$ cat config.mk
export PLATFORM = sky130hd
export DESIGN_NAME = mult_bcd_seq_ctrl
export DESIGN_NICKNAME = d
export VERILOG_FILES = /design/src/rtl/mult_bcd_seq_ctrl.sv
export SDC_FILE = /design/constraint.sdc
export NUM_CORES = 1
export LEC_CHECK = 0
export ABC_CLOCK_PERIOD_IN_PS = 5800
export CORE_AREA = 2 2 100 102
export DETAILED_ROUTE_END_ITERATION = 6
export DIE_AREA = 0 0 102 104
export DONT_BUFFER_PORTS = 1
export PLACE_DENSITY = 0.73
export SLEW_MARGIN = 0
export SYNTH_ARGS = -nofsm -noshare
export SYNTH_HDL_FRONTEND = slang
export SYNTH_SLANG_ARGS = --single-unit
$ cat constraint.sdc
create_clock -name clk -period 5.8 [get_ports clk]
set_input_delay 0.87 -clock clk [delete_from_list [all_inputs] [get_ports clk]]
set_output_delay 0.87 -clock clk [all_outputs]
set_load 0.005 [all_outputs]
$ cat src/rtl/mult_bcd_seq_ctrl.sv
// mult_bcd_seq_ctrl
//
// Sequential 4x4 multiplier with binary-to-BCD conversion and a multiplexed
// three-digit seven-segment display driver.
//
// Flow: IDLE accepts an operand pair on a valid/ready handshake. MUL runs
// four shift-add steps. CONV runs eight double-dabble steps. DONE loads the
// held product, the BCD digits and the display path, then returns to IDLE.
// A free-running scan counter rotates the digit enable independently of the FSM.
//
// Ports:
//   clk, rst_n          clock, asynchronous active-low reset
//   start_valid/ready   operand handshake (ready only in IDLE)
//   In1, In2            4-bit unsigned multiplicand / multiplier
//   busy                high in MUL, CONV and DONE
//   res_valid           one-cycle pulse when new held results appear
//   product             held 8-bit product
//   BCD1, BCD2, BCD3    held hundreds / tens / units digits
//   seg                 shared segment bus, gfedcba
//   dig_en              one-hot digit enable (bit0 units, bit2 hundreds)
module mult_bcd_seq_ctrl #(
    parameter int unsigned SCAN_DIV       = 1024,
    parameter bit          SEG_ACTIVE_LOW = 1'b0
) (
    input  logic       clk,
    input  logic       rst_n,
    input  logic       start_valid,
    output logic       start_ready,
    input  logic [3:0] In1,
    input  logic [3:0] In2,
    output logic       busy,
    output logic       res_valid,
    output logic [7:0] product,
    output logic [3:0] BCD1,
    output logic [3:0] BCD2,
    output logic [3:0] BCD3,
    output logic [6:0] seg,
    output logic [2:0] dig_en
);

    typedef enum logic [1:0] {S_IDLE, S_MUL, S_CONV, S_DONE} state_t;

    state_t      state_q;
    logic [3:0]  mcand_q, mplier_q;
    logic [7:0]  acc_q;
    logic [2:0]  step_q;
    logic [19:0] dd_q;          // {hundreds, tens, units, binary source}
    logic        start_ready_q, busy_q, res_valid_q;
    logic [7:0]  product_q;
    logic [3:0]  bcd1_q, bcd2_q, bcd3_q;
    logic [15:0] scan_cnt_q;
    logic [2:0]  dig_en_q;
    logic [6:0]  seg_q;

    // One double-dabble step: correct every BCD nibble >= 5, then shift left.
    function automatic logic [19:0] dabble(input logic [19:0] v);
        logic [19:0] a;
        a = v;
        for (int n = 0; n < 3; n++) begin
            if (a[8 + 4*n +: 4] >= 4'd5)
                a[8 + 4*n +: 4] = a[8 + 4*n +: 4] + 4'd3;
        end
        return {a[18:0], 1'b0};
    endfunction

    function automatic logic [6:0] glyph(input logic [3:0] d);
        case (d)
            4'd0: glyph = 7'h3F;
            4'd1: glyph = 7'h06;
            4'd2: glyph = 7'h5B;
            4'd3: glyph = 7'h4F;
            4'd4: glyph = 7'h66;
            4'd5: glyph = 7'h6D;
            4'd6: glyph = 7'h7D;
            4'd7: glyph = 7'h07;
            4'd8: glyph = 7'h7F;
            4'd9: glyph = 7'h6F;
            default: glyph = 7'h00;
        endcase
    endfunction

    // Accumulator after the current shift-add step.
    logic [7:0] acc_d;
    always_comb begin
        acc_d = acc_q;
        if (mplier_q[step_q[1:0]])
            acc_d = acc_q + ({4'b0000, mcand_q} << step_q[1:0]);
    end

    always_ff @(posedge clk or negedge rst_n) begin
        if (!rst_n) begin
            state_q       <= S_IDLE;
            mcand_q       <= '0;
            mplier_q      <= '0;
            acc_q         <= '0;
            step_q        <= '0;
            dd_q          <= '0;
            start_ready_q <= 1'b1;
            busy_q        <= 1'b0;
            res_valid_q   <= 1'b0;
            product_q     <= '0;
            bcd1_q        <= '0;
            bcd2_q        <= '0;
            bcd3_q        <= '0;
        end else begin
            res_valid_q <= 1'b0;
            case (state_q)
                S_IDLE: begin
                    if (start_valid && start_ready_q) begin
                        mcand_q       <= In1;
                        mplier_q      <= In2;
                        acc_q         <= '0;
                        step_q        <= '0;
                        state_q       <= S_MUL;
                        start_ready_q <= 1'b0;
                        busy_q        <= 1'b1;
                    end
                end
                S_MUL: begin
                    acc_q  <= acc_d;
                    step_q <= step_q + 3'd1;
                    if (step_q == 3'd3) begin
                        // Seed the converter directly with the final product.
                        dd_q    <= {12'd0, acc_d};
                        step_q  <= '0;
                        state_q <= S_CONV;
                    end
                end
                S_CONV: begin
                    dd_q   <= dabble(dd_q);
                    step_q <= step_q + 3'd1;
                    if (step_q == 3'd7)
                        state_q <= S_DONE;
                end
                S_DONE: begin
                    product_q     <= acc_q;
                    bcd1_q        <= dd_q[19:16];
                    bcd2_q        <= dd_q[15:12];
                    bcd3_q        <= dd_q[11:8];
                    res_valid_q   <= 1'b1;
                    state_q       <= S_IDLE;
                    start_ready_q <= 1'b1;
                    busy_q        <= 1'b0;
                end
                default: state_q <= S_IDLE;
            endcase
        end
    end

    // Display path. seg is computed from next-cycle digit select and next-cycle
    // held digits, so glyph and enable change on the same edge (no ghosting).
    logic        scan_wrap;
    logic [15:0] scan_cnt_d;
    logic [2:0]  dig_en_d;
    logic        load_held;
    logic [3:0]  d_hund, d_tens, d_units, d_sel;

    always_comb begin
        scan_wrap  = (scan_cnt_q == 16'(SCAN_DIV - 1));
        scan_cnt_d = scan_wrap ? 16'd0 : scan_cnt_q + 16'd1;
        dig_en_d   = scan_wrap ? {dig_en_q[1:0], dig_en_q[2]} : dig_en_q;
        load_held  = (state_q == S_DONE);
        d_hund     = load_held ? dd_q[19:16] : bcd1_q;
        d_tens     = load_held ? dd_q[15:12] : bcd2_q;
        d_units    = load_held ? dd_q[11:8]  : bcd3_q;
        d_sel      = d_units;
        if (dig_en_d[1]) d_sel = d_tens;
        if (dig_en_d[2]) d_sel = d_hund;
    end

    always_ff @(posedge clk or negedge rst_n) begin
        if (!rst_n) begin
            scan_cnt_q <= '0;
            dig_en_q   <= 3'b001;
            seg_q      <= glyph(4'd0) ^ {7{SEG_ACTIVE_LOW}};
        end else begin
            scan_cnt_q <= scan_cnt_d;
            dig_en_q   <= dig_en_d;
            seg_q      <= glyph(d_sel) ^ {7{SEG_ACTIVE_LOW}};
        end
    end

    assign start_ready = start_ready_q;
    assign busy        = busy_q;
    assign res_valid   = res_valid_q;
    assign product     = product_q;
    assign BCD1        = bcd1_q;
    assign BCD2        = bcd2_q;
    assign BCD3        = bcd3_q;
    assign seg         = seg_q;
    assign dig_en      = dig_en_q;

endmodule

---- After elaboration in Yosys (flattened, before gate mapping) ----
Memories as Yosys holds them, arrays and structs flattened. A register that Yosys moved wholly into a read port is not among the register bits.
Cells that the tools add are included.
W data, S select, Z words.
storage, ports and cells
  bits in read-only memories .............. 112
  bits in registers ....................... 83
  memories ................................ 1
  logic and storage cells ................. 79
  output and inout bits ................... 33
  input port bits ......................... 11
operators by class
  reduce and logical (&&, ||, !) cells .... 13
  add/sub/neg operators ................... 6
  multiplexer cells ....................... 29
  equality and inequality tests ........... 9
  shift operators ......................... 1
  magnitude comparators ................... 4
memories
  memory           depth  width  rd ports  clocked after memory_dff  write ports  line  source
  (no name shown)  16     7      1         1                         0            67    case (d)
operators with widths
  cell                     number
  $pmux W20 S2             1
  $mux W4                  7
  $mux W20                 1
  $add A16 B1 Y16 const B  1
  $eq A16 B10 Y1 const B   1
  $mux W16                 1
  $mux W8                  2
  $pmux W8 S2              1
  $ge A4 B3 Y1 const B     3
  $mux W3                  4
  $reduce_and A2 Y1        5
  $pmux W3 S3              1
  $add A4 B2 Y4 const B    2
  $add A8 B8 Y8            1
  $pmux W2 S4              1
  $shl A4 B2 Y8            1
  $mux W2                  3
  $ne A2 B2 Y1 const B     3
  $reduce_bool A2 Y1       3
  $eq A2 B2 Y1 const B     2
  $mux W1                  4
  $pmux W1 S2              2
  $add A3 B1 Y3 const B    1
  $add A3 B2 Y3 const B    1
  10 further kinds         10

---- Depth between registers and ports, before layout ----
Gate-level depths: netlist of run 1.
  depth in word-level cells ............... 5
  mapped depth ............................ 12
  depth with buffers taken out ............ 11

---- Least setup slack after synthesis of run 1 ----
Ideal clock, no wire load.
  kind .................................... reg-to-reg
  start ................................... register scan_cnt_q[11]
  end ..................................... register seg_q[2] (netlist: seg[2])
  clock period less this slack ............ 2.910 ns
  arrival ................................. 2.821 ns
  library setup time ...................... 0.089 ns
  setup slack ............................. 2.890 ns
  stages on the path, launching flop included .. 12
  data required time ...................... 5.711 ns
  buffers on the path ..................... 1
  path through ............................ dfrtp_1 > or4_4 > nor4_4 > buf_6 > mux2i_1 > mux2_1 > mux2_2 > inv_1 > ha_1 > inv_1 > o31ai_1 > o31ai_1
between the ends
  longest elaborated chain between the ends .. 4
RTL lines
  item                    line  source
  from (decl)             51    logic [15:0] scan_cnt_q;
  from (signal assigned)  177   scan_cnt_q <= scan_cnt_d;
  $eq A16 B10 Y1 *        159   scan_wrap = (scan_cnt_q == 16'(SCAN_DIV - 1));
  $mux W3 *               161   dig_en_d = scan_wrap ? {dig_en_q[1:0], dig_en_q[2]} : dig_en_q;
  $mux W4                 167   if (dig_en_d[1]) d_sel = d_tens;
  $mux W4 *               168   if (dig_en_d[2]) d_sel = d_hund;
  to (decl)               53    logic [6:0] seg_q;
Mark *: on every way between the ends. The rest lies on a longest branch, timed or not.
A chain may end at the register's enable or synchronous reset.

---- Final worst setup path of run 1 ----
Same ends and word-level chain as after synthesis.

==> flow_summary.ini, run 1 <==
[logic_synthesis]
synth_common_cells = dfrtp_1, nand2_1, inv_1
synth.largest_area_cell = dfrtp_1
syn_nets = 494
yosysSeqAreaShare_pct = 46.9
yosysTopAreaCellShare_pct = 42.5
synthCells = 452
ys.flop_type = dfrtp_1
synth_cell_types = 59
yosysWarnings = 0
synth.most_common_cell = dfrtp_1
synth_area_leaders = dfrtp_1, ha_1, mux2_2
syn_avg_cell_area_um2 = 10.7
postSynth.asyncResetShare_pct = 100
ys_ff_latch = 90
synth-edff-count = 0
synth_area_um2 = 4820

[clocking]
cts-resized-gates = 0
root_buffer = clkbuf_8
cts_sinks = 90
h-tree-depth = 3
path_clk_slew_ps = 90
numCtsBuffers = 9
clock_latency_ps = 370
postCtsSetupBuffers = 0
clock_path_buffers = 2
cts_tree = built
hold_buffers = 0

[setup_path]
crit_chain = or4_4, nor4_4, mux2i_1, mux2_1, mux2_2, inv_1, ha_1, inv_1, o31ai_1, o31ai_1
start_kind = flop
crit_required_ps = 6090
reg2reg_from = scan_cnt_q[11]
cp-end-kind = flop
crit_path_max_fanout = 11
crit_type = flop to flop
crit_slowest_cell = nor4_4
reg2reg_to = seg[2]
max_stage_delay_ps = 620
cp.arrival_ps = 3610
rrSetupSlack_ps = 2480
rr_worst_depth = 10

[drt]
routedWlPerCell_um = 15.4
drc = 0
num_vias = 3241
avgViaCountPerCell = 5.52
first_pass_iters = 4
antenna_left = 0
drtIter0Drc = 221
drt_wl_total_um = 9070

[placed_design]
place.gp.congestion = 0.814
portBuffers = 0
post_dp_cell_area_um2 = 4910
dpl.hpwl_um = 6460

[timing]
drv_slew = 0
finalHoldViolCount = 0
finalCriticalPeriod_ps = 3320
fmax_mhz = 301
tns_ps = 0
worst_slew_pin_slew_ps = 709
setup_violations = 0
relSlewSlack_pct = 52.4
grt_setup_unrepaired = false
skew_ps = 7.87
final.period_utilization_pct = 57.3

[final_layout]
multiInputGateArea_um2 = 2350
fillers = 851
seqCellArea_um2 = 2260
drive_gt1_share_pct = 14.8
fin_area_um2 = 5100
fin_nets = 491
n_antenna_cell = 0
synthToLayoutAreaGrowth_pct = 5.76

[status]
outcome = finished, final reports clean

[grt]
grt_usage_pct = 18.4
grt_first_pass_wirelength_um = 15500
overflow = 0
antenna_found_initial = 0
grt_pass1_vias = 3248
grt_max_degree = 91

[floorplanning]
die_w_um = 102
core_um2 = 9550
rows = 36
fp.dieArea_um2 = 10600
num_io_pins = 44
initial_core_util_pct = 50.5
die_h_um = 104

[power]
p_leak_uw = 0.00238
max-vdd-ir-drop_uv = 147
power_density_nw_per_um2 = 404

[run]
cap_violations = 0

[hold_path]
hp-class = input port to async pin
-- worst max-delay path: cells and delay by family (launching register included) --
| kind | cells | cell delay, ps |
|---|---|---|
| simple gates | 2 | 1200 |
| mux | 3 | 950 |
| flops | 1 | 430 |
| compound gates | 2 | 340 |
| buf+inv | 2 | 170 |
| fa+ha+maj | 1 | 160 |
-- worst max-delay path by stage --
| stage | startpoint | depth (start not counted) | to | slack (ps) |
|---|---|---|---|---|
| 5_1_grt | scan_cnt_q[10] | 10 | seg[2] | 2250 |
| 2_1_floorplan | scan_cnt_q[11] | 11 | seg[2] | 2890 |
| 6_report | scan_cnt_q[11] | 10 | seg[2] | 2480 |
| 3_5_place_dp | scan_cnt_q[11] | 10 | seg[2] | 2490 |
| 4_1_cts | scan_cnt_q[11] | 10 | seg[2] | 2470 |
| 3_3_place_gp | scan_cnt_q[11] | 10 | seg[2] | 2570 |
-- final cells by class --
| cell class | count | area share [%] |
|---|---|---|
| Sequential cell | 90 | 44.3 |
| Clock buffer | 12 | 2.65 |
| Clock inverter | 4 | 1.03 |
| Timing Repair Buffer | 2 | 0.294 |
| Multi-Input combinational cell | 313 | 46.0 |
| Inverter | 33 | 2.43 |
| Tap cell | 133 | 3.26 |
-- per-layer routing --
metal | share of wire (%) | vias up | track usage [%]
met1 | 46 | 1608 | 25.4
met4 | 1.7 | 0 | 6.76
met3 | 3.7 | 13 | 4.30
met5 | 0 | - | 0
li1 | - | 1570 | -
met2 | 49 | 50 | 28.3
-- cells by family (layout without fill, tap and decap cells) --
kind of cell | Yosys count | after routing | synth area share, %
buf+inv | 49 | 51 | 4.54
simple gates | 114 | 114 | 12.0
flops | 90 | 90 | 46.9
xor+xnor | 22 | 22 | 3.99
mux | 54 | 54 | 12.3
fa+ha+maj | 31 | 31 | 8.20
compound gates | 92 | 92 | 12.0
-- registers in the layout (all words and copies together) (netlist names) --
signal,flops
mcand_q,4
dd_q,20
start_ready,1
dig_en,3
BCD2,4
acc_q,8
scan_cnt_q,16
BCD1,4
step_q,3
product,8
res_valid,1
busy,1
BCD3,4
state_q,2
mplier_q,4
seg,7
-- per-stage QoR --
stage	setup WS [ps]	std cells	power [uW]	hold WS, ps	utilization (%)
2_1_floorplan	2890	452	1480	431	-
3_3_place_gp	2570	571	1620	446	51.5
3_5_place_dp	2490	571	1650	464	51.5
4_1_cts	2470	587	2080	179	53.4
5_1_grt	2250	587	2210	173	53.4
6_report	2480	587	2060	198	53.4
-- power by group --
| part | total (uW) | switching (uW) | internal, uW | leakage, uW |
|---|---|---|---|---|
| combinational | 775 | 443 | 331 | 0.00111 |
| sequential | 863 | 107 | 756 | 0.00118 |
| clock | 424 | 224 | 201 | 0.0000945 |
| total | 2060 | 774 | 1290 | 0.00238 |
-- cell usage in the layout, fill, tap and decap left out, drive strengths merged, types with 3 or more instances in the layout --
cell,Yosys,layout
mux2,33,33
nor2b,3,3
clkinv,0,3
mux2i,20,20
nor3,7,7
nand2b,6,6
a21oi,22,22
a22o,4,4
and2b,3,3
o22ai,6,6
ha,30,30
nand2,40,40
xor2,8,8
nor2,30,30
dfstp,8,8
and3,3,3
inv,33,33
nand3,8,8
a21o,6,6
o21ai,32,32
dfrtp,82,82
o31ai,6,6
xnor2,14,14
clkbuf,11,12
Note: power is estimated with default switching activity, not from simulation.
==> run 2: changes to the inputs <==
- ABC_CLOCK_PERIOD_IN_PS: 5800 -> 3200
- clock period: 5.8 -> 3.2 ns (I/O delays scaled with it)
==> run 2 against run 1 <==
Sequential power increased by 80%. Design area increased by 2.1%. Core utilization increased by 1.1 points. Clock power increased by 110%. Register-to-register slack got worse by 2300 ps. Sequential share of layout area decreased by 0.91 points. Power increased by 89%. Via count decreased by 0.19%. Maximum frequency increased by 9.9%. Worst hold slack got worse by 170 ps. Largest power group unchanged. Non-clock buffer count increased by 6.
==> flow_summary.ini, run 2 (same netlist as run 1, synthesis figures left out) <==
[clocking]
clock_path_buffers = 2
path_clk_slew_ps = 90
clock_latency_ps = 360
numCtsBuffers = 9
root_buffer = clkbuf_8
cts_sinks = 90
h-tree-depth = 3
cts_tree = built

[setup_path]
worstSetupPathDepth = 10
rrSetupSlack_ps = 180
crit_chain = or4_4, nor4_4, mux2i_2, mux2_1, mux2_2, inv_1, ha_1, inv_1, o31ai_1, o31ai_1
cp.arrival_ps = 3310
crit_type = flop to flop
rr_worst_depth = 10
cp-startpoint = scan_cnt_q[11]
cp-end-kind = flop
reg2reg_from = scan_cnt_q[11]
start_kind = flop
crit_path_max_fanout = 5
reg2reg_to = seg[2]
crit_required_ps = 3490
crit_slowest_cell = or4_4
critPathCapture = seg[2]
path_buf_inv = 2
path_delay_family = multiplexers
max_stage_delay_ps = 570

[drt]
num_vias = 3235
drc = 0
drtIter0Drc = 232
first_pass_iters = 4
routedWlPerCell_um = 15.3
top_layer_used = met4
met2_length_um = 4550
met1Wirelength_um = 4150
met3_length_um = 280
avgViaCountPerCell = 5.46
drt_wl_total_um = 9090
antenna_left = 0

[grt]
grt_usage_pct = 18.4
antenna_found_initial = 0
grt_first_pass_wirelength_um = 15400
overflow = 0
grt_pass1_vias = 3183
grt_max_degree = 91

[final_layout]
final_util_pct = 54.5
regMostFlops = dd_q
seqCellArea_um2 = 2260
fillers = 848
n_antenna_cell = 0
final_cell_mix = dfrtp_1, nand2_1, inv_1
drive_gt1_share_pct = 16.7
fin_area_um2 = 5210
synthToLayoutAreaGrowth_pct = 7.96
final_common_cell = dfrtp_1
fin_nets = 497
largest_registers = dd_q: 20 flops, scan_cnt_q: 16 flops
multiInputGateArea_um2 = 2350
largest_register_ffs = 20

[timing]
final.period_utilization_pct = 94.5
worst_slew_pin_slew_ps = 602
finalWorstSetupSlack_ps = 177
drv_slew = 0
holdWs_ps = 29.5
relSlewSlack_pct = 59.5
setup_violations = 0
finalCriticalPeriod_ps = 3020
finalHoldViolCount = 0
grt_setup_unrepaired = false
skew_ps = 7.75
fmax_mhz = 331
tns_ps = 0

[floorplanning]
die_w_um = 102
die_h_um = 104
fp.dieArea_um2 = 10600
num_io_pins = 44
rows = 36
initial_core_util_pct = 50.5
core_um2 = 9550

[placed_design]
pre_cts_ws_ps = 194
portBuffers = 0
place.gp.congestion = 0.860
post_dp_cell_area_um2 = 4950
dpl.hpwl_um = 6470

[power]
power_density_nw_per_um2 = 749
p_leak_uw = 0.00244
max-vdd-ir-drop_uv = 335

[status]
outcome = finished, final reports clean

[hold_path]
hp-class = input port to async pin

[run]
cap_violations = 0
==> run 2: how the worst min path moves through the flow <==
stage,from,slack [ps],depth (start not counted),endpoint
2_1_floorplan,rst_n,180,0,BCD1[0]
3_3_place_gp,rst_n,190,0,res_valid
3_5_place_dp,rst_n,190,0,res_valid
4_1_cts,rst_n,40,1,dd_q[11]
5_1_grt,rst_n,40,1,dd_q[11]
6_report,rst_n,30,1,dd_q[10]
==> run 2: repair_timing <==
action | CTS | global route
resized for setup | 0 | 1
hold buffers | 1 | 0
setup buffers | 0 | 0
endpoints found under the hold margin | 90 | 0
endpoints found under the setup margin | 0 | 1
==> run 2: power by group <==
group / switching, uW / internal (uW)
Combinational: 845 / 626
Clock: 412 / 464
Sequential: 181 / 1370
Total: 1440 / 2460
==> run 2: metal layers <==
| metal | vias to the layer above | global-route usage, % |
|---|---|---|
| met3 | 10 | 3.76 |
| met2 | 46 | 29.9 |
| met5 | - | 0 |
| met4 | 0 | 6.19 |
| met1 | 1606 | 24.6 |
| li1 | 1573 | - |
==> run 2: per-stage QoR <==
| step | cells | total power [uW] |
|---|---|---|
| finish | 593 | 3900 |
| global route | 593 | 4200 |
| CTS | 593 | 3930 |
| detailed placement | 576 | 3020 |
| global placement | 576 | 2970 |
| floorplan | 452 | 2680 |
==> run 2: final cells by class <==
cell class,instances,area share (%)
tap,133,3.19
inverter,33,2.38
clock buffer,10,2.64
multi-input combinational,313,45.1
clock inverter,6,1.68
timing repair buffer,8,1.54
sequential,90,43.4
==> RTL change (settings of run 1) <==
The parameter `SCAN_DIV` goes from 1024 to 768.
--- a/src/rtl/mult_bcd_seq_ctrl.sv
+++ b/src/rtl/mult_bcd_seq_ctrl.sv
@@ -20,5 +20,5 @@
 //   dig_en              one-hot digit enable (bit0 units, bit2 hundreds)
 module mult_bcd_seq_ctrl #(
-    parameter int unsigned SCAN_DIV       = 1024,
+    parameter int unsigned SCAN_DIV       = 768,
     parameter bit          SEG_ACTIVE_LOW = 1'b0
 ) (
Behaviour: same outputs for any inputs over 10 cycles, from zero or initial values and one cycle with rst_n low; that may be too few to reach the edited logic, so the function may still have changed.
==> RTL change against run 1 <==
  * Final area is 2.3% higher
  * Total power is 4.3% higher
  * Worst hold slack got worse by 22 ps
  * Wire length is 4.5% higher
  * Worst setup slack worse by 32 ps
  * First-iteration DRC count fell by 19%
  * Area after synthesis is 3.0% higher
  * Clock skew grew 8.2 ps
  * Core utilization increased by 1.2 points
  * Sequential cell count is the same
  * Largest cell class unchanged
  * Largest power group is now combinational cells
==> RTL change: results (changes against run 1) <==
Placed design
  – Final HPWL DP: 6.787 mm (was 6.457 mm)
  – Setup WS pre-CTS: 2445 ps (was 2493 ps)
  – Placed insts: 577 (was 571)
  – RePlAce Congestion: 0.9154 (was 0.8138)
  – Post-DP Area: 5040 um2 (was 4915 um2)
  – IO buf count: 0 (unchanged)

Power and ir drop
  – Leak: 0.002392 uW (was 0.002377 uW)
  – Max IR drop VDD: 0.0002886 V (was 0.0001466 V)

Run status
  – Status: complete, no violations (unchanged)

Clocking
  – Clk buf depth: 2 (unchanged)
  – Clk slew on worst S/H paths: 100 ps
  – Root buffer cell: clkbuf_8 (unchanged)
  – TritonCTS buffer count: 9 (unchanged)
  – CTS H-Tree Depth: 3 (unchanged)
  – Post_cts resized: 0 (unchanged)
  – Clock latency on the worst-skew pair: 370 ps (about the same)

Cells and area
  – Fin nets: 497 (was 491)
  – Non-Filler Instances: 593 (was 587)
  – # fillers: 817 (was 851)
  – Largest regs: dd_q (20), scan_cnt_q (16) (unchanged)
  – Share of cells above drive strength 1: 16.30% (was 14.76%)
  – Design Area, Final: 5218 um2 (was 5102 um2)
  – Antenna cells: 0 (unchanged)

Timing
  – Clock Skews: 16.11 ps (was 7.872 ps)
  – Period utilization: 57.84% (was 57.29%)
  – Worst-Margin Slew: 827.6 ps (was 709.2 ps)
  – Hold WS: 176.1 ps (was 197.8 ps)

Detailed routing
  – Routed WL: 9.477 mm (was 9.067 mm)
  – Via Count: 3321 (was 3241)
  – First drt pass iteration count: 4 (unchanged)
  – Iteration-0 DRC Markers: 180 (was 221)

Critical path
  – Peak fanout along the critical path: 13 (was 11)
  – Crit path DAT: 3680 ps (was 3610 ps)
  – CP endpoint: seg[5] (was seg[2])
  – Worst R2R Path Depth: 9 (was 10)
  – CP startpoint: scan_cnt_q[8] (was scan_cnt_q[11])

Global routing
  – Total GRT Usage: 19.49% (was 18.41%)
  – Vias in the first global route: 3440 (was 3248)
  – First-pass GRT wire length: 16.55 mm (was 15.50 mm)

Yosys
  – Count of cell types in the netlist: 54 (was 59)
  – Ys Warns: 0 (unchanged)
  – Post-synth ARST share: 100.0% (unchanged)
  – Sequential cell area fraction in the yosys report: 45.53% (was 46.89%)
  – Post-synth top cells: dfrtp_1, nand2_1, o21ai_0, mux2_2, nor2_1 (was dfrtp_1, nand2_1, inv_1, mux2_2)
  – Most area-consuming cells after synthesis: dfrtp_1, mux2_2, ha_1 (was dfrtp_1, ha_1, mux2_2)
  – Cells after Synth: 459 (was 452)
==> RTL change: changes by cell type in the layout (fill, tap and decap cells not counted), sizes merged, moves of 3 or more <==
cell	change
nand2	+5
mux2	+3
xor2	+3
or3	+3
inv	-5
o21ai	+4
mux4	+6
o22ai	-4
xnor2	-6
nor3b	+3
a211oi	+3
==> RTL change: worst max-delay path: stages, from the launching register on <==
cell	delay (ps)
dfrtp_1	440
or4_4	560
nor4_4	710
mux2i_1	360
mux2_4	330
mux2i_1	360
ha_1	240
inv_1	50
mux2i_1	130
a21o_1	130
==> RTL change: cells by family (layout without fill, tap and decap cells) <==
logic type / after synthesis / count (layout) / synth area share, %
flip-flops: 90 / 90 / 45.53
buffers and inverters: 42 / 43 / 4.180
AND/OR/NAND/NOR: 119 / 119 / 11.63
AO/OA/AOI/OAI: 94 / 94 / 11.63
XOR/XNOR: 19 / 19 / 3.349
adder cells (fa/ha/maj): 31 / 31 / 7.958
multiplexers: 64 / 64 / 15.71
==> RTL change: per-layer routing <==
| layer | routed length [um] | vias up | GRT usage (%) |
|---|---|---|---|
| met2 | 4723 | 69 | 31.81 |
| met3 | 497 | 14 | 6.653 |
| met5 | 0 | - | 0 |
| met1 | 4107 | 1632 | 24.34 |
| met4 | 148 | 0 | 5.810 |
| li1 | - | 1606 | - |
==> RTL change: power by group <==
group	leakage [uW]	internal (uW)	switching, uW
Clock	0.0000839	161	238
Combinational	0.00113	381	503
Sequential	0.00118	751	116
Total	0.00239	1290	857
==> RTL change: layout make-up <==
class                      instances  area share (%)
multi-input combinational        327           47.96
sequential                        90           43.36
tap                              133           3.189
clock buffer                      10           2.446
inverter                          25           1.799
clock inverter                     6          0.9592
timing repair buffer               2          0.2878
